### config.mk
export PLATFORM = sky130hd
export DESIGN_NAME = exec_ctrl
export DESIGN_NICKNAME = d
export VERILOG_FILES = /design/src/rtl/exec_ctrl_pkg.sv /design/src/rtl/req_edge.sv /design/src/rtl/exec_ctrl.sv
export SDC_FILE = /design/constraint.sdc
export NUM_CORES = 1
export LEC_CHECK = 0
export ABC_AREA = 1
export CAP_MARGIN = 20
export CORE_MARGIN = 2
export CORE_UTILIZATION = 25
export DETAILED_ROUTE_END_ITERATION = 8
export PLACE_DENSITY = 0.6
export SLEW_MARGIN = 20
export SYNTH_ARGS = -nofsm -noshare
export SYNTH_HDL_FRONTEND = slang
export SYNTH_SLANG_ARGS = --single-unit
### constraint.sdc
create_clock -name clock -period 2.15 [get_ports clock]
set_input_delay 0.3225 -clock clock [delete_from_list [all_inputs] [get_ports clock]]
set_output_delay 0.3225 -clock clock [all_outputs]
set_load 0.02 [all_outputs]
### src/rtl/exec_ctrl_pkg.sv
// Shared definitions for the execution controller.
// Holds the FSM state encoding (also shown on the debug LEDs) and the
// core phase constants.
package exec_ctrl_pkg;

  localparam int unsigned STATE_W = 2;

  typedef enum logic [STATE_W-1:0] {
    ST_HALTED = 2'd0,
    ST_RUN    = 2'd1,
    ST_STEP   = 2'd2,
    ST_DRAIN  = 2'd3
  } state_e;

  localparam logic PH_FETCH = 1'b0;
  localparam logic PH_EXEC  = 1'b1;

endpackage

### src/rtl/req_edge.sv
// 1-bit synchronous rising-edge detector for a level request input.
// Ports:
//   clock   - system clock
//   reset   - synchronous active-low reset; clears the history register
//   req     - level request
//   pulse_c - combinational one-cycle pulse on a 0->1 transition of req
module req_edge (
  input  logic clock,
  input  logic reset,
  input  logic req,
  output logic pulse_c
);

  logic req_q;

  // History of the request from the previous cycle.
  always_ff @(posedge clock) begin
    if (!reset) begin
      req_q <= 1'b0;
    end else begin
      req_q <= req;
    end
  end

  assign pulse_c = req & ~req_q;

endmodule

### src/rtl/exec_ctrl.sv
// Run/halt/single-step/breakpoint controller for the 4-bit uP core.
// Generates the core clock-enable and stops the core only at instruction
// boundaries (phase=fetch), counting retired instructions.
// Ports:
//   clock, reset          - clock and synchronous active-low reset
//   run_req/step_req/halt_req - level requests, rising-edge detected
//   bp_en, bp_addr        - breakpoint enable and address
//   pc, phase             - current core PC and phase (0 fetch, 1 execute)
//   cpu_en                - core clock-enable (combinational)
//   halted                - state is HALTED
//   bp_hit                - sticky: core stopped on a breakpoint
//   ctrl_state            - encoded FSM state
//   instr_cnt             - saturating retired-instruction counter
module exec_ctrl
  import exec_ctrl_pkg::*;
#(
  parameter int unsigned PC_W  = 12,
  parameter int unsigned CNT_W = 16
) (
  input  logic               clock,
  input  logic               reset,
  input  logic               run_req,
  input  logic               step_req,
  input  logic               halt_req,
  input  logic               bp_en,
  input  logic [PC_W-1:0]    bp_addr,
  input  logic [PC_W-1:0]    pc,
  input  logic               phase,
  output logic               cpu_en,
  output logic               halted,
  output logic               bp_hit,
  output logic [STATE_W-1:0] ctrl_state,
  output logic [CNT_W-1:0]   instr_cnt
);

  state_e           state_q, state_d;
  logic             bp_hit_q, bp_hit_d;
  logic             skip_bp_q, skip_bp_d;
  logic [CNT_W-1:0] cnt_q, cnt_d;
  logic             run_p, step_p, halt_p;
  logic             bp_match;
  logic             en_raw;

  req_edge u_run_edge (
    .clock   (clock),
    .reset   (reset),
    .req     (run_req),
    .pulse_c (run_p)
  );

  req_edge u_step_edge (
    .clock   (clock),
    .reset   (reset),
    .req     (step_req),
    .pulse_c (step_p)
  );

  req_edge u_halt_edge (
    .clock   (clock),
    .reset   (reset),
    .req     (halt_req),
    .pulse_c (halt_p)
  );

  // Breakpoint only at a fetch boundary, suppressed for the first fetch
  // after leaving HALTED so a resume does not re-trigger on the same PC.
  assign bp_match = bp_en & (pc == bp_addr) & (phase == PH_FETCH) & ~skip_bp_q;

  // Next-state, enable and sticky-flag logic.
  always_comb begin
    state_d   = state_q;
    en_raw    = 1'b0;
    bp_hit_d  = bp_hit_q;
    skip_bp_d = skip_bp_q;
    cnt_d     = cnt_q;

    case (state_q)
      ST_HALTED: begin
        // Halt outranks step and run, so a halt pulse keeps us here.
        if (halt_p) begin
          state_d = ST_HALTED;
        end else if (step_p) begin
          state_d   = ST_STEP;
          skip_bp_d = 1'b1;
          bp_hit_d  = 1'b0;
        end else if (run_p) begin
          state_d   = ST_RUN;
          skip_bp_d = 1'b1;
          bp_hit_d  = 1'b0;
        end
      end

      ST_RUN: begin
        if (halt_p) begin
          // Mid-instruction halt lets the execute phase finish first.
          if (phase == PH_FETCH) begin
            state_d = ST_HALTED;
          end else begin
            en_raw  = 1'b1;
            state_d = ST_DRAIN;
          end
        end else if (bp_match) begin
          state_d  = ST_HALTED;
          bp_hit_d = 1'b1;
        end else begin
          en_raw = 1'b1;
        end
      end

      ST_STEP: begin
        if (halt_p) begin
          if (phase == PH_FETCH) begin
            state_d = ST_HALTED;
          end else begin
            en_raw  = 1'b1;
            state_d = ST_DRAIN;
          end
        end else begin
          en_raw = 1'b1;
          if (phase == PH_EXEC) begin
            state_d = ST_HALTED;
          end
        end
      end

      ST_DRAIN: begin
        state_d = ST_HALTED;
      end

      default: begin
        state_d = ST_HALTED;
      end
    endcase

    if (en_raw && (phase == PH_FETCH)) begin
      skip_bp_d = 1'b0;
    end

    if (en_raw && (phase == PH_EXEC) && (cnt_q != {CNT_W{1'b1}})) begin
      cnt_d = cnt_q + CNT_W'(1);
    end
  end

  // Core is held while reset is asserted, whatever state it was in.
  assign cpu_en = en_raw & reset;

  // State and status registers.
  always_ff @(posedge clock) begin
    if (!reset) begin
      state_q   <= ST_HALTED;
      bp_hit_q  <= 1'b0;
      skip_bp_q <= 1'b0;
      cnt_q     <= '0;
    end else begin
      state_q   <= state_d;
      bp_hit_q  <= bp_hit_d;
      skip_bp_q <= skip_bp_d;
      cnt_q     <= cnt_d;
    end
  end

  assign halted     = (state_q == ST_HALTED);
  assign bp_hit     = bp_hit_q;
  assign ctrl_state = state_q;
  assign instr_cnt  = cnt_q;

endmodule

Word-level counts from Yosys, hierarchy flattened

Cells that the tools add are included.

Equal/unequal tests: 12
Magnitude comparators: 0
Bitwise logic cells: 14
Shift operators: 0
Reductions and logical operators: 10
Multiply operators: 0
Divide/modulo/power cells: 0
Mux-type cells: 22
$add $sub $neg: 1

Operators with widths:

| kind                  | number |
|---|---|
| $add 16x1->16 const B | 1 |
| $mux 2                | 8 |
| $ne 16x16->1 const B  | 1 |
| $eq 12x12->1          | 1 |
| $mux 1                | 11 |
| $pmux 2 s4            | 1 |
| $and 1x1->1           | 7 |
| $not 1->1             | 7 |
| $ne 2x2->1 const B    | 3 |
| $ne 3x3->1 const B    | 2 |
| $reduce_and 3->1      | 2 |
| $reduce_and 5->1      | 1 |
| $eq 2x2->1 const B    | 2 |
| $ne 4x1->1 const B    | 1 |
| $pmux 1 s2            | 2 |
| $reduce_bool 2->1     | 2 |
| $logic_and 1x1->1     | 3 |
| $ne 3x1->1 const B    | 1 |
| $eq 2x1->1 const B    | 1 |
| $logic_not 2->1       | 1 |
| $reduce_or 2->1       | 1 |

RAM bits: 0
Memories: 0
Memory bits (read-only): 0
Flip-flop bits (word level): 23
Input bits: 31
Logic and storage cells: 66
Bits in latches: 0
Output and inout port bits: 21

Logic depth before layout (Yosys ltp)

Gate-level depths: netlist (run 1).

Depth in word-level cells: 9
Mapped depth: 14

Hierarchy

A second synthesis (run 1) with hierarchy kept.

Cells, all modules: 251
Area, all modules: 1,654.1 um2

Modules (own cells, without submodules):

| module    | times used | cells each | area an instance (um2) |
|---|---|---|---|
| exec_ctrl | 1          | 236        | 1,541.5 |
| req_edge  | 3          | 5          | 37.5 |

Worst setup path after synthesis (run 1)

Ideal clock, no wire load.

Path type: input -> output
Start: in pc[2]
End: out cpu_en
Path buffers: 2
Path slack: 0.343 ns
Stages on the path: 11
Arrival: 1.485 ns
Path through: inv_1 or2_0 nand3_1 nor2_1 nand2_1 nand2_1 nand2_2 buf_6 buf_6 o211ai_1 nor2_1

Word-level cells in the longest chain between the ends: 8

Ends and longest elaborated chain:

| what                     | RTL line         | RTL |
|---|---|---|
| from (decl)              | exec_ctrl.sv:27  | `input logic [PC_W-1:0] pc,` |
| $eq 12x12->1             | exec_ctrl.sv:67  | `assign bp_match = bp_en & (pc == bp_addr) & (phase == PH_FETCH) & ~skip_bp_q;` |
| $and 1x1->1 (3 in a row) | exec_ctrl.sv:67  |  |
| $mux 1                   | exec_ctrl.sv:102 | `end else if (bp_match) begin` |
| $mux 1                   | exec_ctrl.sv:94  | `if (halt_p) begin` |
| $pmux 1 s2               | exec_ctrl.sv:77  | `case (state_q)` |
| $and 1x1->1              | exec_ctrl.sv:145 | `assign cpu_en = en_raw & reset;` |
| to (decl)                | exec_ctrl.sv:29  | `output logic cpu_en,` |

Every way passes these cells.

Worst setup path in the final report (run 1)

Ends and elaborated chain as after synthesis.

==> key figures, run 1 <==
Run status
  – Status: completed

Setup path
  – Crit path required time: approximately 1.8 ns
  – Critical setup path kind: in -> out
  – Worst r2r path cells: 7
  – Worst Setup Start Kind: input port
  – Maximum fanout along the worst path: 2
  – WP data arrival: approximately 1.7 ns
  – Kind of end point of the critical path: output pin

Clock tree
  – CTS Buffer Depth: 2
  – Num CTS Buffers: 3
  – Post-CTS Hold Fix Bufs: 0
  – Clk pin slew, worst setup/hold paths: approximately 0.080 ns
  – Skew-Pair Late Insertion Delay: about 0.27 ns
  – Clk sinks: 23
  – H-tree depth reported by CTS: 1
  – Root Driver: clkbuf_8
  – CTS tree: done

Global route
  – Initial antenna violation count: 0
  – Largest net degree at the start of global routing: 20
  – GRT overflow: 0
  – First-pass GRT wire length: 6996 um
  – Number of global-route vias before repair: about 1600
  – GRT Util Overall: 0.1166

Layout
  – Number of antenna diodes: 0
  – Synthesis-to-finish area growth: 44.68%
  – Commonest cells after routing, fill and taps aside: 71 x nand2_1, 42 x inv_1, 33 x clkdlybuf4s50_1
  – Area of the multi-input gates: about 950 um^2
  – Storage element area: 460.4 um^2
  – Fill count: between 600 and 700
  – Commonest non-fill, non-tap cell in the layout: nand2_1
  – Share of cells above drive strength 1: 0.07233
  – # nets final: approximately 350
  – Final Non-Filler Cells: 395

Routing
  – First DRT Iteration DRCs: 60
  – Vias: about 1700
  – Vias/cell: roughly 4.3
  – Post-route ant nets: 0
  – Wire per inst: 10.55 um
  – DR DRC count: 0
  – DRT Wirelength: 4167 um
  – Drt pass-1 iters: 4

Pwr
  – Sw Share: 0.2918
  – Leak pwr: between 1 and 1.5 nW
  – Sw power: around 290 uW
  – Clock power frac: 0.282
  – Combinational share of power: 0.263
  – VDD IR max: 0.0002384 V
  – Pwr Density: between 400 and 500 nW/um^2
  – P_int: 693.1 uW
  – Reg power frac: 0.455

Synth
  – Sequential share of the synthesized area: 0.2840
  – Post-synth top area share: 0.2840
  – Synth Instances: 259
  – Seq cells post-synth: 23
  – Synth area leader: dfxtp_1
  – Synthesized Nets: 294
  – Synth area leaders: dfxtp_1 28%, nand2_1 17%, inv_1 9.7%
  – Library cells used by synthesis: 27
  – Synth Area per Inst: 6.261 um^2
  – Netlist area before placement: 1622 um^2
  – YS warnings: 0

Place
  – Inst Count DP: 390
  – PortBufs: 51
  – GP Congestion: 0.8092
  – DP Wirelength: about 3300 um

Timing
  – Minimum clock period after layout: between 2 and 2.5 ns
  – Fin Setup TNS: 0 ns
  – Slew Limit Fails: 0
  – FMAX: about 0.5 GHz
  – Ratio of final minimum period to clock period: 0.9331
  – Slew @ Worst Pin: 0.4326 ns
  – Hold Violations, Final: 0
  – Relative slew margins: 0.7107
  – Skew final: between 0.01 and 0.015 ns
  – Final setup violation count: 0
  – Min Hold Slack: between 0.4 and 0.5 ns

Floorplan
  – Die area: 7146 um^2
  – Core area: roughly 6300 um^2
  – I/O pin total: 52
  – Row count: 29
  – Die height: between 80 and 90 um
  – Die X: 84.54 um
  – Starting density of the core: 0.2568

Flow run
  – Max Cap Viol: 0

Min path
  – Hold path depth: 2
  – Worst hold path class: reg -> reg
==> path summary, 6_finish.rpt <==
check | from | to | slack (ns)
worst max-delay path | pc[2] | cpu_en | 0.14
worst max register to register | ctrl_state[0]$_SDFFE_PN0P_ | instr_cnt[12]$_SDFFE_PN0P_ | 0.29
worst min-delay path | bp_hit$_SDFFE_PN0P_ | bp_hit$_SDFFE_PN0P_ | 0.50
worst min register to register | bp_hit$_SDFFE_PN0P_ | bp_hit$_SDFFE_PN0P_ | 0.50
==> cells by family after synthesis <==
family | Yosys count | share of synthesized area
xor+xnor | 16 | 0.08642
buf+inv | 50 | 0.1312
simple gates | 140 | 0.3673
flops | 23 | 0.2839
compound gates | 26 | 0.1003
fa+ha+maj | 4 | 0.03087
==> power groups by stage <==
| stage | sequential (mW) | combinational (mW) | clock, mW |
|---|---|---|---|
| finish | 0.445 | 0.257 | 0.276 |
| global route | 0.447 | 0.287 | 0.316 |
| CTS | 0.446 | 0.258 | 0.285 |
| detailed placement | 0.456 | 0.258 | 0 |
| global placement | 0.455 | 0.257 | 0 |
| floorplan | 0.462 | 0.139 | 0 |
==> registers in the layout, indices dropped and copies added (netlist names) <==
signal,flops
u_halt_edge.req_q,1
ctrl_state,2
u_step_edge.req_q,1
instr_cnt,16
u_run_edge.req_q,1
skip_bp_q,1
bp_hit,1
==> per-stage QoR <==
| step | power (mW) | setup WS (ns) | instance area (um^2) | utilization |
|---|---|---|---|---|
| 2_1_floorplan | 0.6007 | 0.3430 | 1622 | - |
| 6_report | 0.9787 | 0.1437 | 2346 | 0.3716 |
| 3_3_place_gp | 0.7117 | -0.2626 | 2248 | 0.3561 |
| 4_1_cts | 0.9883 | 0.08311 | 2288 | 0.3625 |
| 3_5_place_dp | 0.7138 | -0.3138 | 2248 | 0.3561 |
| 5_1_grt | 1.051 | -0.001121 | 2346 | 0.3716 |
==> metal layers <==
layer  wire length [um]  vias to the layer above  global-route usage
met5                  0                        -                   0
met3                154                        4             0.01967
met4                 65                        0             0.03319
met1               1940                      761              0.1468
li1                   -                      920                   -
met2               2006                       26              0.2040
==> critical path, stage by stage <==
cell and delay [ns]:
clkdlybuf4s50_1 0.45, inv_1 0.04, or2_0 0.19, nand3_1 0.09, nor2_1 0.04, nand2_1 0.07
nand2_2 0.06, nand2_2 0.06, o211ai_1 0.08, nor2_1 0.13, buf_4 0.15
==> layout make-up <==
class / count / area share
clock buffer: 4 / 0.01920
sequential: 23 / 0.1963
inverter: 44 / 0.07040
multi-input combinational: 186 / 0.4064
tap: 77 / 0.04107
timing repair buffer: 61 / 0.2667
==> synthesized netlist by cell type (all sizes together) <==
cell     n
nand4    3
o211ai   1
a31oi    1
clkbuf   1
clkinv   1
o31ai    1
dfxtp   23
buf      5
nand2   74
inv     43
xor2    12
ha       4
a21oi   19
nand3   29
a41oi    1
xnor2    4
nor2    27
nor3     5
or2      2
o21ai    3
==> timing repair <==
action | 4_1_cts | 5_1_grt
setup endpoints to repair | 1 | 1
resized for setup | 4 | 20
pin swaps | 0 | 11
setup buffers | 0 | 1
Note: power is estimated with default switching activity, not from simulation.
==> run 2: changes to the inputs <==
--- a/config.mk
+++ b/config.mk
@@ -9,9 +9,11 @@
 export CAP_MARGIN = 20
 export CORE_MARGIN = 2
 export CORE_UTILIZATION = 25
+export CTS_CLUSTER_DIAMETER = 30
 export DETAILED_ROUTE_END_ITERATION = 8
-export PLACE_DENSITY = 0.6
+export PLACE_DENSITY = 0.59
 export SLEW_MARGIN = 20
 export SYNTH_ARGS = -nofsm -noshare
 export SYNTH_HDL_FRONTEND = slang
+export SYNTH_HIERARCHICAL = 1
 export SYNTH_SLANG_ARGS = --single-unit
==> key figures, run 2 <==
Routing
  – Wire per inst: about 11 um
  – DRT Wirelength: 4286 um
  – Post-route ant nets: 0
  – First DRT Iteration DRCs: 53
  – Drt pass-1 iters: 4
  – DR DRC count: 0
  – Vias/cell: around 4.5
  – Vias: about 1700

Global route
  – GRT Util Overall: 0.1202
  – Number of global-route vias before repair: 1615
  – GRT overflow: 0
  – Initial antenna violation count: 0
  – First-pass GRT wire length: 7258 um
  – Largest net degree at the start of global routing: 19

Synth
  – Library cells used by synthesis: 25
  – Ys async rst share: 0
  – Synth top cells by count: 66 x nand2_1, 42 x inv_1, 23 x dfxtp_1, 22 x nor2_1, 16 x nand4_1
  – Seq cells post-synth: 23
  – Synth area leader: dfxtp_1
  – Post-synth top area share: 0.2784
  – Synthesized Nets: around 290
  – Synth Instances: about 250
  – Synth area leaders: dfxtp_1 28%, nand2_1 15%, inv_1 9.5%
  – Synth Area per Inst: between 6 and 7 um^2
  – YS warnings: 6
  – Sequential share of the synthesized area: 0.2784
  – Main synth FF type: dfxtp_1
  – Post-synth EDFFs: 0
  – Most numerous cell in the Yosys netlist: nand2_1
  – Netlist area before placement: between 1500 and 2000 um^2

Floorplan
  – Row count: 29
  – I/O pin total: 52
  – Die X: 85.34 um
  – Die area: around 7300 um^2
  – Die height: between 80 and 90 um
  – Starting density of the core: 0.2590
  – Core area: 6386 um^2

Place
  – GP Congestion: between 0.8 and 0.9
  – PortBufs: 51
  – DP Wirelength: roughly 3300 um

Clock tree
  – Post-CTS Hold Fix Bufs: 0
  – Clk sinks: 23
  – H-tree depth reported by CTS: 1
  – Num CTS Buffers: 3
  – Root Driver: clkbuf_8
  – CTS tree: done
  – Clk pin slew, worst setup/hold paths: approximately 0.090 ns
  – CTS Buffer Depth: 2
  – Skew-Pair Late Insertion Delay: about 0.27 ns

Setup path
  – Maximum fanout along the worst path: 2
  – Crit path required time: approximately 1.8 ns
  – CP bufs+invs: 4
  – Flop-to-flop setup slack: approximately 0.34 ns
  – Worst Setup Start Kind: input port
  – Critical-path cell list: clkdlybuf4s50_1, inv_2, nand3_1, nor2_1, nand2_1, nor2_1, nand2_1, nand2_2, a21oi_2, inv_1, nor2_2, buf_6
  – Critical setup path kind: in -> out
  – Critical path depth: 12
  – Worst path max stage delay: around 0.5 ns
  – WP data arrival: 1.72 ns
  – Kind of end point of the critical path: output pin
  – Worst r2r path cells: 8
  – CP delay by family, top: buffers and inverters
  – Worst path slowest cell: clkdlybuf4s50_1

Pwr
  – Pwr Density: ~400 nW/um^2
  – Total power: 953.9 uW
  – VDD IR max: between 0.0002 and 0.00025 V
  – Leak pwr: 1.030 nW

Layout
  – Number of antenna diodes: 0
  – # nets final: between 300 and 400
  – Share of cells above drive strength 1: 0.1270
  – Final Core Density: 0.3740
  – Max reg flops: 16
  – Commonest cells after routing, fill and taps aside: 66 x nand2_1, 49 x clkdlybuf4s50_1, 42 x inv_1
  – Commonest non-fill, non-tap cell in the layout: nand2_1
  – Synthesis-to-finish area growth: 44.40%

Timing
  – Relative slew margins: 0.6894
  – RSZ-0062 raised after global routing: no
  – Hold Violations, Final: 0
  – Ratio of final minimum period to clock period: 0.9479
  – Slew @ Worst Pin: 0.4611 ns
  – FMAX: a little under 0.5 GHz
  – Minimum clock period after layout: between 2 and 2.5 ns
  – Skew final: between 0.008 and 0.009 ns
  – Slew Limit Fails: 0
  – Fin Setup TNS: 0 ns
  – Final setup violation count: 0

Min path
  – Worst hold path class: reg -> reg
  – Hold path depth: 2

Run status
  – Status: completed

Flow run
  – Max Cap Viol: 0
==> run 2: cell count changes in the layout (fill, tap and decap cells not counted), sizes merged, moves of 2 or more <==
cell and delta:
xnor2 +5, xor2 -4, nand2 -6, dlymetal6s2s -16, nor2 -2, nand4 +15, o21ai +2, nand3 -15
buf +5, clkdlybuf4s50 +16
==> run 2: final timing paths <==
kind | from | to
max reg2reg | instr_cnt[1]$_SDFFE_PN0P_ | instr_cnt[12]$_SDFFE_PN0P_
max | phase | cpu_en
min reg2reg | instr_cnt[15]$_SDFFE_PN0P_ | instr_cnt[15]$_SDFFE_PN0P_
min | instr_cnt[15]$_SDFFE_PN0P_ | instr_cnt[15]$_SDFFE_PN0P_
==> run 2: repair_timing <==
action | in CTS | in global routing
buffers inserted | 0 | 2
setup endpoints to repair | 1 | 1
gates resized for setup | 4 | 4
endpoints found under the hold margin | 0 | 0
pin swaps | 0 | 5
==> run 2: cell families after synthesis <==
kind of cell    Yosys count  share of synthesized area
fa+ha+maj                 4                    0.03026
compound gates           25                     0.1014
xor+xnor                 17                    0.09002
buf+inv                  50                     0.1225
simple gates            132                     0.3775
flops                    23                     0.2784
==> run 2: power breakdown <==
part	switching, mW	internal, mW
clock network	0.146	0.129
logic	0.118	0.120
registers	0.00436	0.436
total	0.268	0.686
==> run 2: area by class of cell <==
cell class              count  area [um^2]
inverters                  44        165.2
well taps                  77        96.34
multi-input cells         178        993.5
clock inverters             1        5.005
repair buffers             66        626.9
clock buffers               3        41.29
flip-flops and latches     23        460.4
fillers                   688         3998
==> run 2: stage by stage <==
| stage | setup slack [ns] | cell area, um^2 | hold slack (ns) | instances |
|---|---|---|---|---|
| after floorplan | 0.3075 | 1654 | 0.4160 | 251 |
| after CTS | 0.05224 | 2362 | 0.4982 | 390 |
| after global routing | 0.001036 | 2389 | 0.5091 | 392 |
| final | 0.1121 | 2389 | 0.4939 | 392 |
| after global placement | -0.3584 | 2321 | 0.4764 | 386 |
| after detailed placement | -0.3917 | 2321 | 0.4814 | 386 |
==> run 2: layer usage <==
layer | wire, um | track usage | up-vias
met5 | 0 | 0 | -
met4 | 25 | 0.02597 | 0
met3 | 232 | 0.02237 | 4
met2 | 1912 | 0.2031 | 37
met1 | 2114 | 0.1592 | 777
li1 | - | - | 930
==> run 2: worst min-delay path, stage by stage (launching register included) <==
cell,delay [ns]
dfxtp_1,0.33
nand2_1,0.07
a21oi_1,0.06
